==> config.mk <==
export PLATFORM = sky130hd
export DESIGN_NAME = hpi_bus_sequencer_flat
export DESIGN_NICKNAME = d
export VERILOG_FILES = /design/src/rtl/hpi_bus_sequencer_if.sv /design/src/rtl/hpi_bus_sequencer.sv /design/src/flat_wrapper.sv
export SDC_FILE = /design/constraint.sdc
export NUM_CORES = 1
export LEC_CHECK = 0
export ABC_AREA = 1
export BUFFER_PORTS_ARGS = -buffer_cell sky130_fd_sc_hd__buf_2
export CORE_ASPECT_RATIO = 0.75
export CORE_MARGIN = 3
export CORE_UTILIZATION = 49
export DETAILED_ROUTE_END_ITERATION = 7
export PLACE_DENSITY = 0.87
export SLEW_MARGIN = 20
export SYNTH_ARGS = -nofsm -noshare
export SYNTH_HDL_FRONTEND = slang
export SYNTH_SLANG_ARGS = --single-unit
==> constraint.sdc <==
create_clock -name clk_clk -period 1.85 [get_ports clk_clk]
set_input_delay 0.37 -clock clk_clk [delete_from_list [all_inputs] [get_ports clk_clk]]
set_output_delay 0.37 -clock clk_clk [all_outputs]
set_load 0.05 [all_outputs]
==> src/rtl/hpi_bus_sequencer_if.sv <==
// Bundle of the two requester ports, the soft-reset request and the otg_hpi pins.
// The sequencer uses the slave view; the surrounding system uses the master view.
interface hpi_bus_sequencer_if;
  logic        req0_valid;
  logic        req0_write;
  logic [1:0]  req0_addr;
  logic [15:0] req0_wdata;
  logic        req0_ready;
  logic        req0_done;
  logic [15:0] req0_rdata;
  logic        req1_valid;
  logic        req1_write;
  logic [1:0]  req1_addr;
  logic [15:0] req1_wdata;
  logic        req1_ready;
  logic        req1_done;
  logic [15:0] req1_rdata;
  logic        soft_reset_req;
  logic [1:0]  hpi_address;
  logic        hpi_cs_n;
  logic        hpi_r_n;
  logic        hpi_w_n;
  logic [15:0] hpi_data_out;
  logic        hpi_data_oe;
  logic [15:0] hpi_data_in;
  logic        hpi_reset_n;
  logic        busy;

  modport slave (
    input  req0_valid, req0_write, req0_addr, req0_wdata,
    input  req1_valid, req1_write, req1_addr, req1_wdata,
    input  soft_reset_req, hpi_data_in,
    output req0_ready, req0_done, req0_rdata,
    output req1_ready, req1_done, req1_rdata,
    output hpi_address, hpi_cs_n, hpi_r_n, hpi_w_n,
    output hpi_data_out, hpi_data_oe, hpi_reset_n, busy
  );

  modport master (
    output req0_valid, req0_write, req0_addr, req0_wdata,
    output req1_valid, req1_write, req1_addr, req1_wdata,
    output soft_reset_req, hpi_data_in,
    input  req0_ready, req0_done, req0_rdata,
    input  req1_ready, req1_done, req1_rdata,
    input  hpi_address, hpi_cs_n, hpi_r_n, hpi_w_n,
    input  hpi_data_out, hpi_data_oe, hpi_reset_n, busy
  );
endinterface

==> src/rtl/hpi_bus_sequencer.sv <==
// Shares the CY7C67200 HPI port between two requesters with round-robin arbitration
// and generates registered cs/r/w/reset strobes with parameterised phase timing.
module hpi_bus_sequencer #(
  parameter int SETUP_CYCLES    = 2,
  parameter int STROBE_CYCLES   = 4,
  parameter int HOLD_CYCLES     = 2,
  parameter int RECOVERY_CYCLES = 6,
  parameter int RESET_CYCLES    = 16
) (
  input logic                clk_clk,
  input logic                reset_reset_n,
  hpi_bus_sequencer_if.slave bus
);

  typedef enum logic [2:0] {RESET_HOLD, IDLE, SETUP, STROBE, HOLD, RECOVER} state_t;

  state_t      state, next_state;
  logic [7:0]  cnt, next_cnt;
  logic        pending, next_pending;
  logic        last_served, next_last_served;
  logic        acc_write, next_acc_write;
  logic        owner, next_owner;
  logic [1:0]  acc_addr, next_acc_addr;
  logic [15:0] acc_wdata, next_acc_wdata;
  logic        grant1, idle_open, accept, complete, in_access;
  logic        next_cs_n, next_r_n, next_w_n, next_oe, next_reset_n, next_busy;
  logic        cs_n_q, r_n_q, w_n_q, oe_q, reset_n_q, busy_q, done0_q, done1_q;
  logic [15:0] rdata0_q, rdata1_q;

  // On a tie the requester that was not served last wins.
  always_comb begin
    idle_open = (state == IDLE) && !pending;
    if (bus.req0_valid && bus.req1_valid) grant1 = !last_served;
    else                                  grant1 = bus.req1_valid;
  end

  assign bus.req0_ready = idle_open && bus.req0_valid && !grant1;
  assign bus.req1_ready = idle_open && bus.req1_valid && grant1;
  assign accept         = bus.req0_ready || bus.req1_ready;

  always_comb begin
    next_state       = state;
    next_cnt         = cnt - 8'd1;
    next_pending     = pending || bus.soft_reset_req;
    next_last_served = last_served;
    next_acc_write   = acc_write;
    next_acc_addr    = acc_addr;
    next_acc_wdata   = acc_wdata;
    next_owner       = owner;
    complete         = 1'b0;
    case (state)
      RESET_HOLD: if (cnt == 8'd1) next_state = IDLE;
      IDLE: begin
        next_cnt = cnt;
        if (pending) begin
          next_state = RESET_HOLD;
          next_cnt   = 8'(RESET_CYCLES);
        end else if (accept) begin
          next_state       = SETUP;
          next_cnt         = 8'(SETUP_CYCLES);
          next_owner       = grant1;
          next_last_served = grant1;
          next_acc_write   = grant1 ? bus.req1_write : bus.req0_write;
          next_acc_addr    = grant1 ? bus.req1_addr  : bus.req0_addr;
          next_acc_wdata   = grant1 ? bus.req1_wdata : bus.req0_wdata;
        end
      end
      SETUP: if (cnt == 8'd1) begin
        next_state = STROBE;
        next_cnt   = 8'(STROBE_CYCLES);
      end
      STROBE: if (cnt == 8'd1) begin
        next_state = HOLD;
        next_cnt   = 8'(HOLD_CYCLES);
        complete   = 1'b1;
      end
      HOLD: if (cnt == 8'd1) begin
        next_state = RECOVER;
        next_cnt   = 8'(RECOVERY_CYCLES);
      end
      RECOVER: if (cnt == 8'd1) next_state = IDLE;
      default: begin
        next_state = RESET_HOLD;
        next_cnt   = 8'(RESET_CYCLES);
      end
    endcase
    if (next_state == RESET_HOLD && state != RESET_HOLD) next_pending = 1'b0;

    // Pin values are derived from the state being entered so they line up with it.
    in_access    = (next_state == SETUP) || (next_state == STROBE) || (next_state == HOLD);
    next_cs_n    = !in_access;
    next_oe      = in_access && next_acc_write;
    next_r_n     = !((next_state == STROBE) && !next_acc_write);
    next_w_n     = !((next_state == STROBE) && next_acc_write);
    next_reset_n = (next_state != RESET_HOLD);
    next_busy    = (next_state != IDLE);
  end

  always_ff @(posedge clk_clk) begin
    if (!reset_reset_n) begin
      state       <= RESET_HOLD;
      cnt         <= 8'(RESET_CYCLES);
      pending     <= 1'b0;
      last_served <= 1'b1;
      acc_write   <= 1'b0;
      acc_addr    <= '0;
      acc_wdata   <= '0;
      owner       <= 1'b0;
      cs_n_q      <= 1'b1;
      r_n_q       <= 1'b1;
      w_n_q       <= 1'b1;
      oe_q        <= 1'b0;
      reset_n_q   <= 1'b0;
      busy_q      <= 1'b1;
      done0_q     <= 1'b0;
      done1_q     <= 1'b0;
      rdata0_q    <= '0;
      rdata1_q    <= '0;
    end else begin
      state       <= next_state;
      cnt         <= next_cnt;
      pending     <= next_pending;
      last_served <= next_last_served;
      acc_write   <= next_acc_write;
      acc_addr    <= next_acc_addr;
      acc_wdata   <= next_acc_wdata;
      owner       <= next_owner;
      cs_n_q      <= next_cs_n;
      r_n_q       <= next_r_n;
      w_n_q       <= next_w_n;
      oe_q        <= next_oe;
      reset_n_q   <= next_reset_n;
      busy_q      <= next_busy;
      done0_q     <= complete && !owner;
      done1_q     <= complete && owner;
      if (complete && !acc_write && !owner) rdata0_q <= bus.hpi_data_in;
      if (complete && !acc_write && owner)  rdata1_q <= bus.hpi_data_in;
    end
  end

  assign bus.hpi_address  = acc_addr;
  assign bus.hpi_data_out = acc_wdata;
  assign bus.hpi_cs_n     = cs_n_q;
  assign bus.hpi_r_n      = r_n_q;
  assign bus.hpi_w_n      = w_n_q;
  assign bus.hpi_data_oe  = oe_q;
  assign bus.hpi_reset_n  = reset_n_q;
  assign bus.busy         = busy_q;
  assign bus.req0_done    = done0_q;
  assign bus.req1_done    = done1_q;
  assign bus.req0_rdata   = rdata0_q;
  assign bus.req1_rdata   = rdata1_q;

endmodule

==> src/flat_wrapper.sv <==
// flat-port wrapper written by rule: the top's interface ports become plain ports
module hpi_bus_sequencer_flat 
#(
  parameter int SETUP_CYCLES    = 2,
  parameter int STROBE_CYCLES   = 4,
  parameter int HOLD_CYCLES     = 2,
  parameter int RECOVERY_CYCLES = 6,
  parameter int RESET_CYCLES    = 16
)
  (clk_clk, reset_reset_n, bus_req0_valid, bus_req0_write, bus_req0_addr, bus_req0_wdata, bus_req1_valid, bus_req1_write, bus_req1_addr, bus_req1_wdata, bus_soft_reset_req, bus_hpi_data_in, bus_req0_ready, bus_req0_done, bus_req0_rdata, bus_req1_ready, bus_req1_done, bus_req1_rdata, bus_hpi_address, bus_hpi_cs_n, bus_hpi_r_n, bus_hpi_w_n, bus_hpi_data_out, bus_hpi_data_oe, bus_hpi_reset_n, bus_busy);
  hpi_bus_sequencer_if bus_i ();
  input logic clk_clk;
  input logic reset_reset_n;
  input wire logic [$bits(bus_i.req0_valid)-1:0] bus_req0_valid;
  input wire logic [$bits(bus_i.req0_write)-1:0] bus_req0_write;
  input wire logic [$bits(bus_i.req0_addr)-1:0] bus_req0_addr;
  input wire logic [$bits(bus_i.req0_wdata)-1:0] bus_req0_wdata;
  input wire logic [$bits(bus_i.req1_valid)-1:0] bus_req1_valid;
  input wire logic [$bits(bus_i.req1_write)-1:0] bus_req1_write;
  input wire logic [$bits(bus_i.req1_addr)-1:0] bus_req1_addr;
  input wire logic [$bits(bus_i.req1_wdata)-1:0] bus_req1_wdata;
  input wire logic [$bits(bus_i.soft_reset_req)-1:0] bus_soft_reset_req;
  input wire logic [$bits(bus_i.hpi_data_in)-1:0] bus_hpi_data_in;
  output wire logic [$bits(bus_i.req0_ready)-1:0] bus_req0_ready;
  output wire logic [$bits(bus_i.req0_done)-1:0] bus_req0_done;
  output wire logic [$bits(bus_i.req0_rdata)-1:0] bus_req0_rdata;
  output wire logic [$bits(bus_i.req1_ready)-1:0] bus_req1_ready;
  output wire logic [$bits(bus_i.req1_done)-1:0] bus_req1_done;
  output wire logic [$bits(bus_i.req1_rdata)-1:0] bus_req1_rdata;
  output wire logic [$bits(bus_i.hpi_address)-1:0] bus_hpi_address;
  output wire logic [$bits(bus_i.hpi_cs_n)-1:0] bus_hpi_cs_n;
  output wire logic [$bits(bus_i.hpi_r_n)-1:0] bus_hpi_r_n;
  output wire logic [$bits(bus_i.hpi_w_n)-1:0] bus_hpi_w_n;
  output wire logic [$bits(bus_i.hpi_data_out)-1:0] bus_hpi_data_out;
  output wire logic [$bits(bus_i.hpi_data_oe)-1:0] bus_hpi_data_oe;
  output wire logic [$bits(bus_i.hpi_reset_n)-1:0] bus_hpi_reset_n;
  output wire logic [$bits(bus_i.busy)-1:0] bus_busy;
  assign bus_i.req0_valid = bus_req0_valid;
  assign bus_i.req0_write = bus_req0_write;
  assign bus_i.req0_addr = bus_req0_addr;
  assign bus_i.req0_wdata = bus_req0_wdata;
  assign bus_i.req1_valid = bus_req1_valid;
  assign bus_i.req1_write = bus_req1_write;
  assign bus_i.req1_addr = bus_req1_addr;
  assign bus_i.req1_wdata = bus_req1_wdata;
  assign bus_i.soft_reset_req = bus_soft_reset_req;
  assign bus_i.hpi_data_in = bus_hpi_data_in;
  assign bus_req0_ready = bus_i.req0_ready;
  assign bus_req0_done = bus_i.req0_done;
  assign bus_req0_rdata = bus_i.req0_rdata;
  assign bus_req1_ready = bus_i.req1_ready;
  assign bus_req1_done = bus_i.req1_done;
  assign bus_req1_rdata = bus_i.req1_rdata;
  assign bus_hpi_address = bus_i.hpi_address;
  assign bus_hpi_cs_n = bus_i.hpi_cs_n;
  assign bus_hpi_r_n = bus_i.hpi_r_n;
  assign bus_hpi_w_n = bus_i.hpi_w_n;
  assign bus_hpi_data_out = bus_i.hpi_data_out;
  assign bus_hpi_data_oe = bus_i.hpi_data_oe;
  assign bus_hpi_reset_n = bus_i.hpi_reset_n;
  assign bus_busy = bus_i.busy;
  hpi_bus_sequencer #(.SETUP_CYCLES(SETUP_CYCLES), .STROBE_CYCLES(STROBE_CYCLES), .HOLD_CYCLES(HOLD_CYCLES), .RECOVERY_CYCLES(RECOVERY_CYCLES), .RESET_CYCLES(RESET_CYCLES)) u_core (.clk_clk(clk_clk), .reset_reset_n(reset_reset_n), .bus(bus_i));
endmodule
* Yosys cells after proc, flatten, opt, wreduce, memory -nomap -nowiden
Cells that the tools add are included.
** Word-level totals
- Flip-flop bits (word level) :: 73
- Bits of input ports :: 59
- Output and inout bits :: 60
- Word-level logic and storage cells :: 89
** Cells by class
- Add/subtract/negate cells :: 1
- Equality and inequality tests :: 11
- Multiplexer cells :: 22
- Bitwise logic cells :: 2
- Reduce and logical (&&, ||, !) cells :: 35
** Operators by type and width (number)
- 2-to-1 mux 8 bit :: 5
- case mux 8 bit (5 select lines) :: 1
- 2-to-1 mux 3 bit :: 6
- 2-to-1 mux 16 bit :: 1
- logical AND 1 bit :: 15
- case mux 3 bit (5 select lines) :: 1
- equality test 3 x 2 -> 1 bit, second input constant :: 4
- equality test 3 bit, second input constant :: 3
- logical NOT 1 bit :: 9
- equality test 8 x 1 -> 1 bit, second input constant :: 1
- subtractor 8 x 1 -> 8 bit, second input constant :: 1
- 2-to-1 mux 1 bit :: 7
- logical NOT 3 bit :: 2
- != test 3 x 1 -> 1 bit, second input constant :: 2
- nonzero test 3 bit :: 2
- logical OR 1 bit :: 4
- OR reduction 2 bit :: 2
- equality test 3 x 1 -> 1 bit, second input constant :: 1
- AND reduction 3 bit :: 1
- 2-to-1 mux 2 bit :: 1
- inverter 1 bit :: 2

* Depth between registers and ports, before layout
Gate-level depths: netlist of run 1.
- Word-level depth :: 12
- Gate-level depth with buffers :: 11
- Depth with buffers taken out :: 11

* Worst setup path before layout of run 1
No wires, ideal clock.
- Path kind :: input to output
- From :: input bus_req0_valid
- To :: output bus_req0_ready
- Data arrival time :: 1.895 ns
- Data required time :: 1.480 ns
- Setup slack :: -0.415 ns
- Stages :: 5
- Buffers on the path :: 1
- Cells stage by stage :: nand2_1 nand2_1 inv_1 clkbuf_1 nor3_1
** Between the ends
- Cells in the longest elaborated chain, start to end :: 4
- Elaborated cells on any way between the ends :: 5
- Classes of those cells :: 1 x mux; 4 x reduce/logical
** Ends and longest elaborated chain
- start, declared :: RTL line flat_wrapper.sv:14 : input wire logic [$bits(bus_i.req0_valid)-1:0] bus_req0_valid;
- logical AND 1 bit :: RTL line hpi_bus_sequencer.sv:33 : if (bus.req0_valid && bus.req1_valid) grant1 = !last_served;
- 2-to-1 mux 1 bit :: RTL line hpi_bus_sequencer.sv:33
- logical NOT 1 bit :: RTL line hpi_bus_sequencer.sv:37 : assign bus.req0_ready = idle_open && bus.req0_valid && !grant1;
- logical AND 1 bit * :: RTL line hpi_bus_sequencer.sv:37
- end, declared :: RTL line flat_wrapper.sv:24 : output wire logic [$bits(bus_i.req0_ready)-1:0] bus_req0_ready;
Every way passes the cells marked *; elsewhere a longest branch is shown, timed or not.

* Worst setup path in the final report of run 1
- From :: register u_core.state[1]
- To :: register u_core.rdata0_q[13] (netlist: u_core.bus.req0_rdata[13])
** Between the ends
- Cells in the longest elaborated chain, start to end :: 4
** Ends and longest elaborated chain
- start, declared :: RTL line hpi_bus_sequencer.sv:17 : state_t state, next_state;
- start signal, assigned :: RTL line hpi_bus_sequencer.sv:120 : state <= next_state;
- equality test 3 x 2 -> 1 bit :: RTL line hpi_bus_sequencer.sv:51 : case (state)
- 2-to-1 mux 1 bit :: RTL line hpi_bus_sequencer.sv:51
- logical AND 1 bit (2 in a row) :: RTL line hpi_bus_sequencer.sv:136 : if (complete && !acc_write && !owner) rdata0_q <= bus.hpi_data_in;
- end signal, assigned :: RTL line hpi_bus_sequencer.sv:136
- end, declared :: RTL line hpi_bus_sequencer.sv:28 : logic [15:0] rdata0_q, rdata1_q;
Every way passes these cells.
A chain may end at the register's enable or synchronous reset.

==> metrics.cfg, run 1 <==
[die]
initial_core_util_pct=52.07
die_h_um=75.02
die_area_sq_um=7353
io_pins=119
die_w_um=98.02
core_area_sq_um=5976
rows=24

[synthesis]
yosysSeqAreaShare_pct=46.96
netlist_area_sq_um=3112
yosysWarnings=0
syn_area_per_cell_sq_um=7.627
synth_edf_count=0
synthCells=408
yosysTopAreaCellShare_pct=46.96
syn-num-nets=469
async_flop_share_pct=0
post-synth-top-area-cell=dfxtp_1
yosys.cell_types.count=32
ys_top_cells_by_area=dfxtp_1 (47%), nand2_1 (9.2%), inv_1 (7.0%), a21oi_1 (5.6%), o21ai_0 (5.1%)
ys_ff_latch=73
synth_ff_type=dfxtp_1

[worst_setup_path]
worstPathArrival_ps=2090
crit_top_cell=inv_2
cp_max_fo=8
critical_path_required_ps=2090
cp-start-kind=flip-flop
critPathMaxStageDelay_ps=370
cp_num_buf_inv=4
criticalPathCategory=flip-flop to flip-flop
crit_chain=inv_4, buf_4, nor2_2, inv_2, nor2_4, inv_2, nor2_8, nand3_4, o21ai_2, a21oi_1
cpMaxStageDelayCell=dfxtp_4
cpLargestDelayFamily=simple AND/OR/NAND/NOR gates
crit_path_end_kind=flip-flop

[placed_design]
hpwl_um=5803
numPortBuffers=118
place.gp.congestion=0.8809
pre_cts_slack_ps=71.35

[global_route]
gr-total-overflow=0
antenna_found_initial=0
grt_pass1_wl_um=13280
first_global_vias=2856
grt_use_total_pct=22.72
grt_max_degree=37

[timing]
period_needed_ps=1853
max_freq_mhz=539.7
hold_viol_final=0
tightest_slew_ps=634.3
max-slew-margin-rel_pct=57.66
finalCritPeriodShare_pct=100.2
setup_slack_ps=-2.853
finalSetupViolCount=1
fin_skew_ps=9.337
setup_tns_ps=-2.853
slew_violations=0

[power]
power.density_nw_per_um2=986.6
peakVddDrop_v=0.0004509
p_leak_uw=0.001968
p_total_uw=4091

[detailed_routing]
ant_nets=0
drt-initial-drc-count=412
viasPerCell=5.568
vias=3458
first_pass_iters=7
wl_per_cell_um=15.52
drt_wl_total_um=9641
drcViolationCount=0

[layout]
drive_gt1_share_pct=34.62
area_growth_pct=33.25
antennaDiodeCount=0
fillerInstances=443
nets=599

[clocking]
clock-root-buffer=clkbuf_8
cts_tree=done
cts_inserted_buffers=9
htree_levels=3
insertion_delay_ps=350
path_clk_slew_ps=80
holdBufCountCts=0
cts_sinks=73
clk_path_buf_depth=2

[worst_hold_path]
min_path_type=input port to flip-flop

[status]
violations=setup timing
outcome=finished, violations left

[job]
drv_cap=0

worst paths after layout:
path	slack [ps]	cells past startpoint	startpoint	endpoint
worst max-delay path	-3	10	u_core.state[1]	u_core.bus.req0_rdata[13]
worst min-delay path	280	3	bus_req0_wdata[7]	u_core.bus.hpi_data_out[7]
worst max register to register	-3	10	u_core.state[1]	u_core.bus.req0_rdata[13]
worst min register to register	440	2	u_core.bus.req0_rdata[7]	u_core.bus.req0_rdata[7]
sequential cells by signal, indices dropped and copies added, names as in the netlist, 2 cells and up:
name / cells
u_core.bus.req1_rdata: 16
u_core.bus.hpi_address: 2
u_core.state: 3
u_core.bus.hpi_data_out: 16
u_core.cnt: 8
u_core.bus.req0_rdata: 16
power by group:
group | switching, uW | internal (uW) | total (uW) | leakage, uW
Clock | 617 | 628 | 1240 | 0.0000929
Combinational | 704 | 347 | 1050 | 0.00128
Sequential | 101 | 1700 | 1800 | 0.000593
Total | 1420 | 2670 | 4090 | 0.00197
cells in the final DEF (no fill, tap or decap), types with 2 or more instances in the layout:
master,count
a211oi_1,2
a21oi_1,35
a31oi_1,20
buf_2,116
buf_4,16
clkbuf_8,9
clkinvlp_4,2
dfxtp_1,68
dfxtp_2,3
dfxtp_4,2
inv_1,54
inv_2,9
inv_4,2
nand2_1,75
nand2_2,2
nand3_1,11
nand3_4,7
nor2_1,14
nor2_2,3
nor2_4,3
nor3_1,6
o21ai_0,31
o21ai_1,27
o21ai_2,4
xor2_1,3
stage by stage:
stage / hold WS [ps] / instance area, sq um / util, % / cells
3_5_place_dp: 434.5 / 3721 / 62.27 / 589
6_report: 277.2 / 4146 / 69.39 / 621
5_1_grt: 264.4 / 4146 / 69.39 / 621
2_1_floorplan: 428.7 / 3117 / - / 408
3_3_place_gp: 431.3 / 3721 / 62.27 / 589
4_1_cts: 261.9 / 4025 / 67.36 / 613
repair_timing:
action / in CTS / in global routing
buffers inserted: 7 / 4
pin swaps: 3 / 5
endpoints found under the setup margin: 3 / 37
cloned: 1 / 4
resized for setup: 16 / 15
tightest hold or removal path, cell delays in order:
cell and delay (ps):
buf_2 90, nand2_1 50, a31oi_1 70
per-layer routing:
| layer | GRT usage, % | vias up | share of wire [%] |
|---|---|---|---|
| li1 | - | 1604 | - |
| met1 | 28.81 | 1519 | 39 |
| met2 | 35.60 | 268 | 46 |
| met3 | 8.519 | 67 | 11 |
| met4 | 9.217 | 0 | 4.3 |
| met5 | 0 | - | 0 |
cells in the mapped netlist, types with 2 or more instances:
cell / number
nor2_2: 2
nand3_4: 2
nor3_1: 7
clkbuf_1: 9
xor2_1: 3
dfxtp_1: 73
nand2_1: 76
o21ai_2: 2
inv_2: 7
buf_2: 2
o21ai_1: 28
inv_1: 58
ha_1: 2
buf_4: 3
a21oi_1: 35
buf_6: 6
a211oi_1: 2
o21ai_0: 32
nor2_1: 16
a31oi_1: 20
nand3_1: 12
cell families (layout without fill, tap and decap cells):
kind of cell	Yosys count	count (layout)	share of synthesized area, %
AOI/OAI and AO/OA	122	122	21.11
xor gates and xnor gates	3	3	0.8445
adders and majority gates	2	2	0.8041
buffers and inverters	85	215	12.14
DFF	73	73	46.96
muxes	1	1	0.3217
and+or+nand+nor	122	127	17.81
layout make-up:
type	instances	area [sq um]	share of cell area [%]
multi-input combinational	255	1400	33.77
inverter	65	249.0	6.005
timing repair buffer	134	732.0	17.65
clock buffer	10	127.6	3.078
tap	78	97.59	2.354
sequential	73	1473	35.52
clock inverter	6	67.56	1.629
Note: power is estimated with default switching activity, not from simulation.
==> run 2: changes to the inputs <==
--- a/config.mk
+++ b/config.mk
@@ -9,9 +9,10 @@
 export BUFFER_PORTS_ARGS = -buffer_cell sky130_fd_sc_hd__buf_2
 export CORE_ASPECT_RATIO = 0.75
 export CORE_MARGIN = 3
-export CORE_UTILIZATION = 49
+export CORE_UTILIZATION = 50
+export CTS_BUF_LIST = sky130_fd_sc_hd__clkbuf_2 sky130_fd_sc_hd__clkbuf_4 sky130_fd_sc_hd__clkbuf_8
 export DETAILED_ROUTE_END_ITERATION = 7
-export PLACE_DENSITY = 0.87
+export PLACE_DENSITY = 0.88
 export SLEW_MARGIN = 20
 export SYNTH_ARGS = -nofsm -noshare
 export SYNTH_HDL_FRONTEND = slang
==> metrics.cfg, run 2 (synthesis gave the netlist of run 1 again) <==
[placed_design]
place_area_sq_um=3716  ; -0.13%
numPortBuffers=118  ; unchanged
place.gp.congestion=0.9298  ; +5.6%
pre_cts_slack_ps=80.40  ; +9.054 ps
hpwl_um=5596  ; -3.6%

[power]
p_total_uw=3883  ; -5.1%
p_leak_uw=0.001925  ; -2.2%
power.density_nw_per_um2=967.7  ; -1.9%
peakVddDrop_v=0.0004822  ; +6.9%

[detailed_routing]
drt-initial-drc-count=194  ; -53%
viasPerCell=5.060  ; -9.1%
drcViolationCount=0  ; unchanged
first_pass_iters=4  ; -3
vias=3102  ; -10%
wl_per_cell_um=12.81  ; -17%
ant_nets=0  ; unchanged
drt_wl_total_um=7853  ; -19%

[worst_setup_path]
r2r_cells=9  ; -1
crit_path_end_kind=output port
cpMaxStageDelayCell=dfxtp_1
critical_path_required_ps=1480  ; -610 ps
criticalPathCategory=flip-flop to output port
cpLargestDelayFamily=buffers and inverters
cp-start-kind=flip-flop
worstReg2RegStart=u_core.cnt[1]
crit_chain=nand2_1, nand2_1, inv_1, nand2_1, inv_1, clkbuf_4
crit_top_cell=nand2_1
crit_cells=6  ; -4
worstPathArrival_ps=1370  ; -720 ps
critPathMaxStageDelay_ps=310  ; -60 ps
cp_num_buf_inv=3  ; -1
startpoint=u_core.last_served
cp_max_fo=4  ; -4

[global_route]
antenna_found_initial=0  ; unchanged
grt_pass1_wl_um=12160  ; -8.5%
first_global_vias=2793  ; -2.2%
gr-total-overflow=0  ; unchanged
grt_max_degree=37  ; unchanged
grt_use_total_pct=20.64  ; -2.1 points

[job]
drv_cap=0  ; unchanged

[timing]
finalCritPeriodShare_pct=94.14  ; -6.0 points
period_needed_ps=1742  ; -111.2 ps
hold_viol_final=0  ; unchanged
setup_slack_ps=108.4  ; +111.2 ps
holdWs_ps=279.3  ; +2.114 ps
finalSetupViolCount=0  ; -1
rsz0062_at_grt=true
tightest_slew_ps=447.7  ; -186.6 ps
max-slew-margin-rel_pct=70.11  ; +12 points
slew_violations=0  ; unchanged
fin_skew_ps=8.450  ; -0.8863 ps
max_freq_mhz=574.2  ; +6.4%

[worst_hold_path]
min_delay_path_depth=3  ; unchanged
hold_start=bus_req0_wdata[10]
min_path_type=input port to flip-flop

[layout]
nets=591  ; -1.3%
design_area_sq_um=4013  ; -3.2%
drive_gt1_share_pct=32.15  ; -2.5 points
final_util_pct=67.83  ; -1.6 points
final_common_cell=buf_2
layout_common_cells=buf_2 (116), nand2_1 (75), dfxtp_1 (70)
area_growth_pct=28.95
antennaDiodeCount=0  ; unchanged

[status]
outcome=completed

[die]
core_area_sq_um=5916  ; -1.0%
io_pins=119  ; unchanged
die_w_um=97.10  ; -0.94%
die_h_um=74.32  ; -0.93%
initial_core_util_pct=52.60  ; +0.53 points
rows=24  ; unchanged
die_area_sq_um=7216  ; -1.9%

[clocking]
insertion_delay_ps=350  ; about the same
clock-root-buffer=clkbuf_8
cts_sinks=73  ; unchanged
cts_tree=done
clk_path_buf_depth=2  ; unchanged
path_clk_slew_ps=80  ; about the same
cts_inserted_buffers=9  ; unchanged
htree_levels=3  ; unchanged

[run 2: power by group]
| part | switching (uW) | total, uW | internal (uW) |
|---|---|---|---|
| Combinational | 653 | 987 | 334 |
| Clock | 611 | 1110 | 503 |
| Sequential | 89.8 | 1780 | 1690 |
| Total | 1350 | 3880 | 2530 |
[run 2: final timing paths]
| path | end | slack [ps] |
|---|---|---|
| worst max-delay path | bus_req1_ready | 110 |
| worst min-delay path | u_core.bus.hpi_data_out[10] | 280 |
| worst max register to register | u_core.bus.req0_rdata[9] | 130 |
| worst min register to register | u_core.bus.req1_rdata[11] | 440 |
[run 2: final cells by class]
cell class	instances	area (sq um)
repair buffers	129	681.9
fillers	472	1903
well taps	78	97.59
clock inverters	6	43.79
clock buffers	10	131.4
flip-flops and latches	73	1470
multi-input cells	252	1339
inverters	65	249.0
[run 2: metrics by stage]
step / std cells / TNS (ps)
CTS: 611 / 0
finish: 613 / 0
global route: 613 / -55.06
floorplan: 408 / 0
global placement: 590 / 0
detailed placement: 590 / 0
[run 2: tightest hold or removal path: stages]
cell,delay (ps)
buf_2,100
nand2_1,50
a31oi_1,70
[run 2: layer usage]
layer  wire, um  up-vias  part of all wire [%]  track usage (%)
li1           -     1577                     -                -
met1       3431     1394                    44            24.78
met2       3786      113                    48            35.40
met3        493       18                   6.3            7.029
met4        142        0                   1.8            7.009
met5          0        -                     0                0
[run 2: what timing repair did]
action,in CTS,in global routing
hold buffers,0,0
gates cloned,0,2
endpoints found under the setup margin,2,35
pin swaps,2,3
resized for setup,14,6
buffers inserted,5,0
==> run 3: changes to the inputs <==
--- a/config.mk
+++ b/config.mk
@@ -9,10 +9,10 @@
 export BUFFER_PORTS_ARGS = -buffer_cell sky130_fd_sc_hd__buf_2
 export CORE_ASPECT_RATIO = 0.75
 export CORE_MARGIN = 3
-export CORE_UTILIZATION = 50
+export CORE_UTILIZATION = 54
 export CTS_BUF_LIST = sky130_fd_sc_hd__clkbuf_2 sky130_fd_sc_hd__clkbuf_4 sky130_fd_sc_hd__clkbuf_8
 export DETAILED_ROUTE_END_ITERATION = 7
-export PLACE_DENSITY = 0.88
+export PLACE_DENSITY = 0.94
 export SLEW_MARGIN = 20
 export SYNTH_ARGS = -nofsm -noshare
 export SYNTH_HDL_FRONTEND = slang
==> constraint.sdc (replaced) <==
create_clock -name clk_clk -period 2.12 [get_ports clk_clk]
set_input_delay 0.424 -clock clk_clk [delete_from_list [all_inputs] [get_ports clk_clk]]
set_output_delay 0.424 -clock clk_clk [all_outputs]
set_load 0.05 [all_outputs]
==> metrics.cfg, run 3 (synthesis gave the netlist of run 1 again) <==
[status]
outcome=completed

[worst_setup_path]
cp-start-kind=flip-flop
critical_path_required_ps=1700  ; +220 ps
worstReg2RegStart=u_core.cnt[0]
crit_path_end_kind=output port
startpoint=u_core.state[2]
cp_max_fo=5  ; +1
criticalPathCategory=flip-flop to output port
worstPathArrival_ps=1560  ; +190 ps

[placed_design]
place.gp.congestion=0.9363  ; +0.70%
pre_cts_slack_ps=320.1  ; +239.7 ps
hpwl_um=5686  ; +1.6%
numPortBuffers=118  ; unchanged

[detailed_routing]
viasPerCell=5.040  ; -0.40%
wl_per_cell_um=12.84  ; +0.20%
drt-initial-drc-count=206  ; +6.2%
vias=3029  ; -2.4%
drcViolationCount=0  ; unchanged
drt_wl_total_um=7715  ; -1.8%
ant_nets=0  ; unchanged
first_pass_iters=5  ; +1

[clocking]
clock-root-buffer=clkbuf_8
cts_inserted_buffers=9  ; unchanged
cts_tree=done
path_clk_slew_ps=80  ; about the same
clk_path_buf_depth=2  ; unchanged
holdBufCountCts=0  ; unchanged
insertion_delay_ps=340  ; about the same
cts_sinks=73  ; unchanged
htree_levels=3  ; unchanged

[power]
p_leak_uw=0.001910  ; -0.75%
peakVddDrop_v=0.0004559  ; -5.5%
power.density_nw_per_um2=889.8  ; -8.1%

[die]
die_w_um=93.66  ; -3.5%
core_area_sq_um=5468  ; -7.6%
die_area_sq_um=6719  ; -6.9%
die_h_um=71.74  ; -3.5%
io_pins=119  ; unchanged
rows=23  ; -4.2%
initial_core_util_pct=56.91  ; +4.3 points

[timing]
period_needed_ps=1985
holdWs_ps=340.5  ; +61.22 ps
finalCritPeriodShare_pct=93.64
max_freq_mhz=503.8
hold_viol_final=0  ; unchanged
fin_skew_ps=10.29  ; +1.840 ps
setup_slack_ps=134.9  ; +26.55 ps
max-slew-margin-rel_pct=68.55  ; -1.6 points
tightest_slew_ps=471.1  ; +23.36 ps
setup_tns_ps=0  ; unchanged
slew_violations=0  ; unchanged
finalSetupViolCount=0  ; unchanged

[global_route]
first_global_vias=2827  ; +1.2%
gr-total-overflow=0  ; unchanged
grt_pass1_wl_um=12560  ; +3.3%
antenna_found_initial=1  ; +1
grt_use_total_pct=23.59  ; +3.0 points
grt_max_degree=37  ; unchanged

[worst_hold_path]
hold_start=bus_req0_wdata[3]
min_path_type=input port to flip-flop

[layout]
nets=582  ; -1.5%
final_util_pct=71.69  ; +3.9 points
area_growth_pct=25.98
antennaDiodeCount=0  ; unchanged
drive_gt1_share_pct=29.66  ; -2.5 points
layout_common_cells=buf_2 (117), nand2_1 (76), dfxtp_1 (73)
final_common_cell=buf_2

[job]
drv_cap=0  ; unchanged

## run 3: cell types whose count changed in the layout (fill, tap and decap cells not counted), moves of 2 or more
cell        change
clkinvlp_4      -4
dfxtp_4         -2
buf_4           -7
clkinv_4        +2
inv_4           -2
dfxtp_1         +3
inv_1           +2
nand3_4         -3
## run 3: path summary, 6_finish.rpt
check / depth (start not counted) / to / slack (ps)
worst max-delay path: 6 / bus_req0_ready / 130
worst min-delay path: 3 / u_core.bus.hpi_data_out[3] / 340
worst max register to register: 8 / u_core.bus.req0_rdata[0] / 270
worst min register to register: 2 / u_core.bus.req0_rdata[10] / 450
## run 3: final cells by class
class / count / area, sq um
Multi-Input combinational cell: 250 / 1289
Sequential cell: 73 / 1461
Clock inverter: 4 / 52.55
Timing Repair Buffer: 122 / 626.9
Clock buffer: 12 / 152.6
Tap cell: 75 / 93.84
Fill cell: 438 / 1548
Inverter: 65 / 244.0
## run 3: per-stage QoR
step	power, uW	cell area (sq um)	std cells
after global placement	2367	3697	585
final	3488	3920	601
after floorplan	2191	3117	408
after detailed placement	2403	3697	585
after CTS	3498	3902	601
after global routing	3684	3920	601
## run 3: power breakdown
part	total (uW)	leakage [uW]	switching [uW]	internal, uW
Combinational	837	0.00121	562	276
Clock	1090	0.000107	490	604
Sequential	1560	0.000590	79.0	1480
Total	3490	0.00191	1130	2360
## run 3: critical path: stages (launching register included)
cell     delay, ps
dfxtp_1        350
inv_1          110
nand3_1        160
nor2_4         170
inv_1          110
nor3_4         150
buf_6          180
## run 3: metal layers
metal  routed length [um]  vias to the layer above  GRT usage, %
li1                     -                     1558             -
met1                 3254                     1347         27.73
met2                 3778                      109         40.17
met3                  558                       13         7.555
met4                  109                        2         9.455
met5                   13                        -             0
## run 3: repair_timing
item | in CTS | in global routing
setup buffers | 0 | 0
gates resized for setup | 0 | 5
endpoints found under the setup margin | 0 | 2
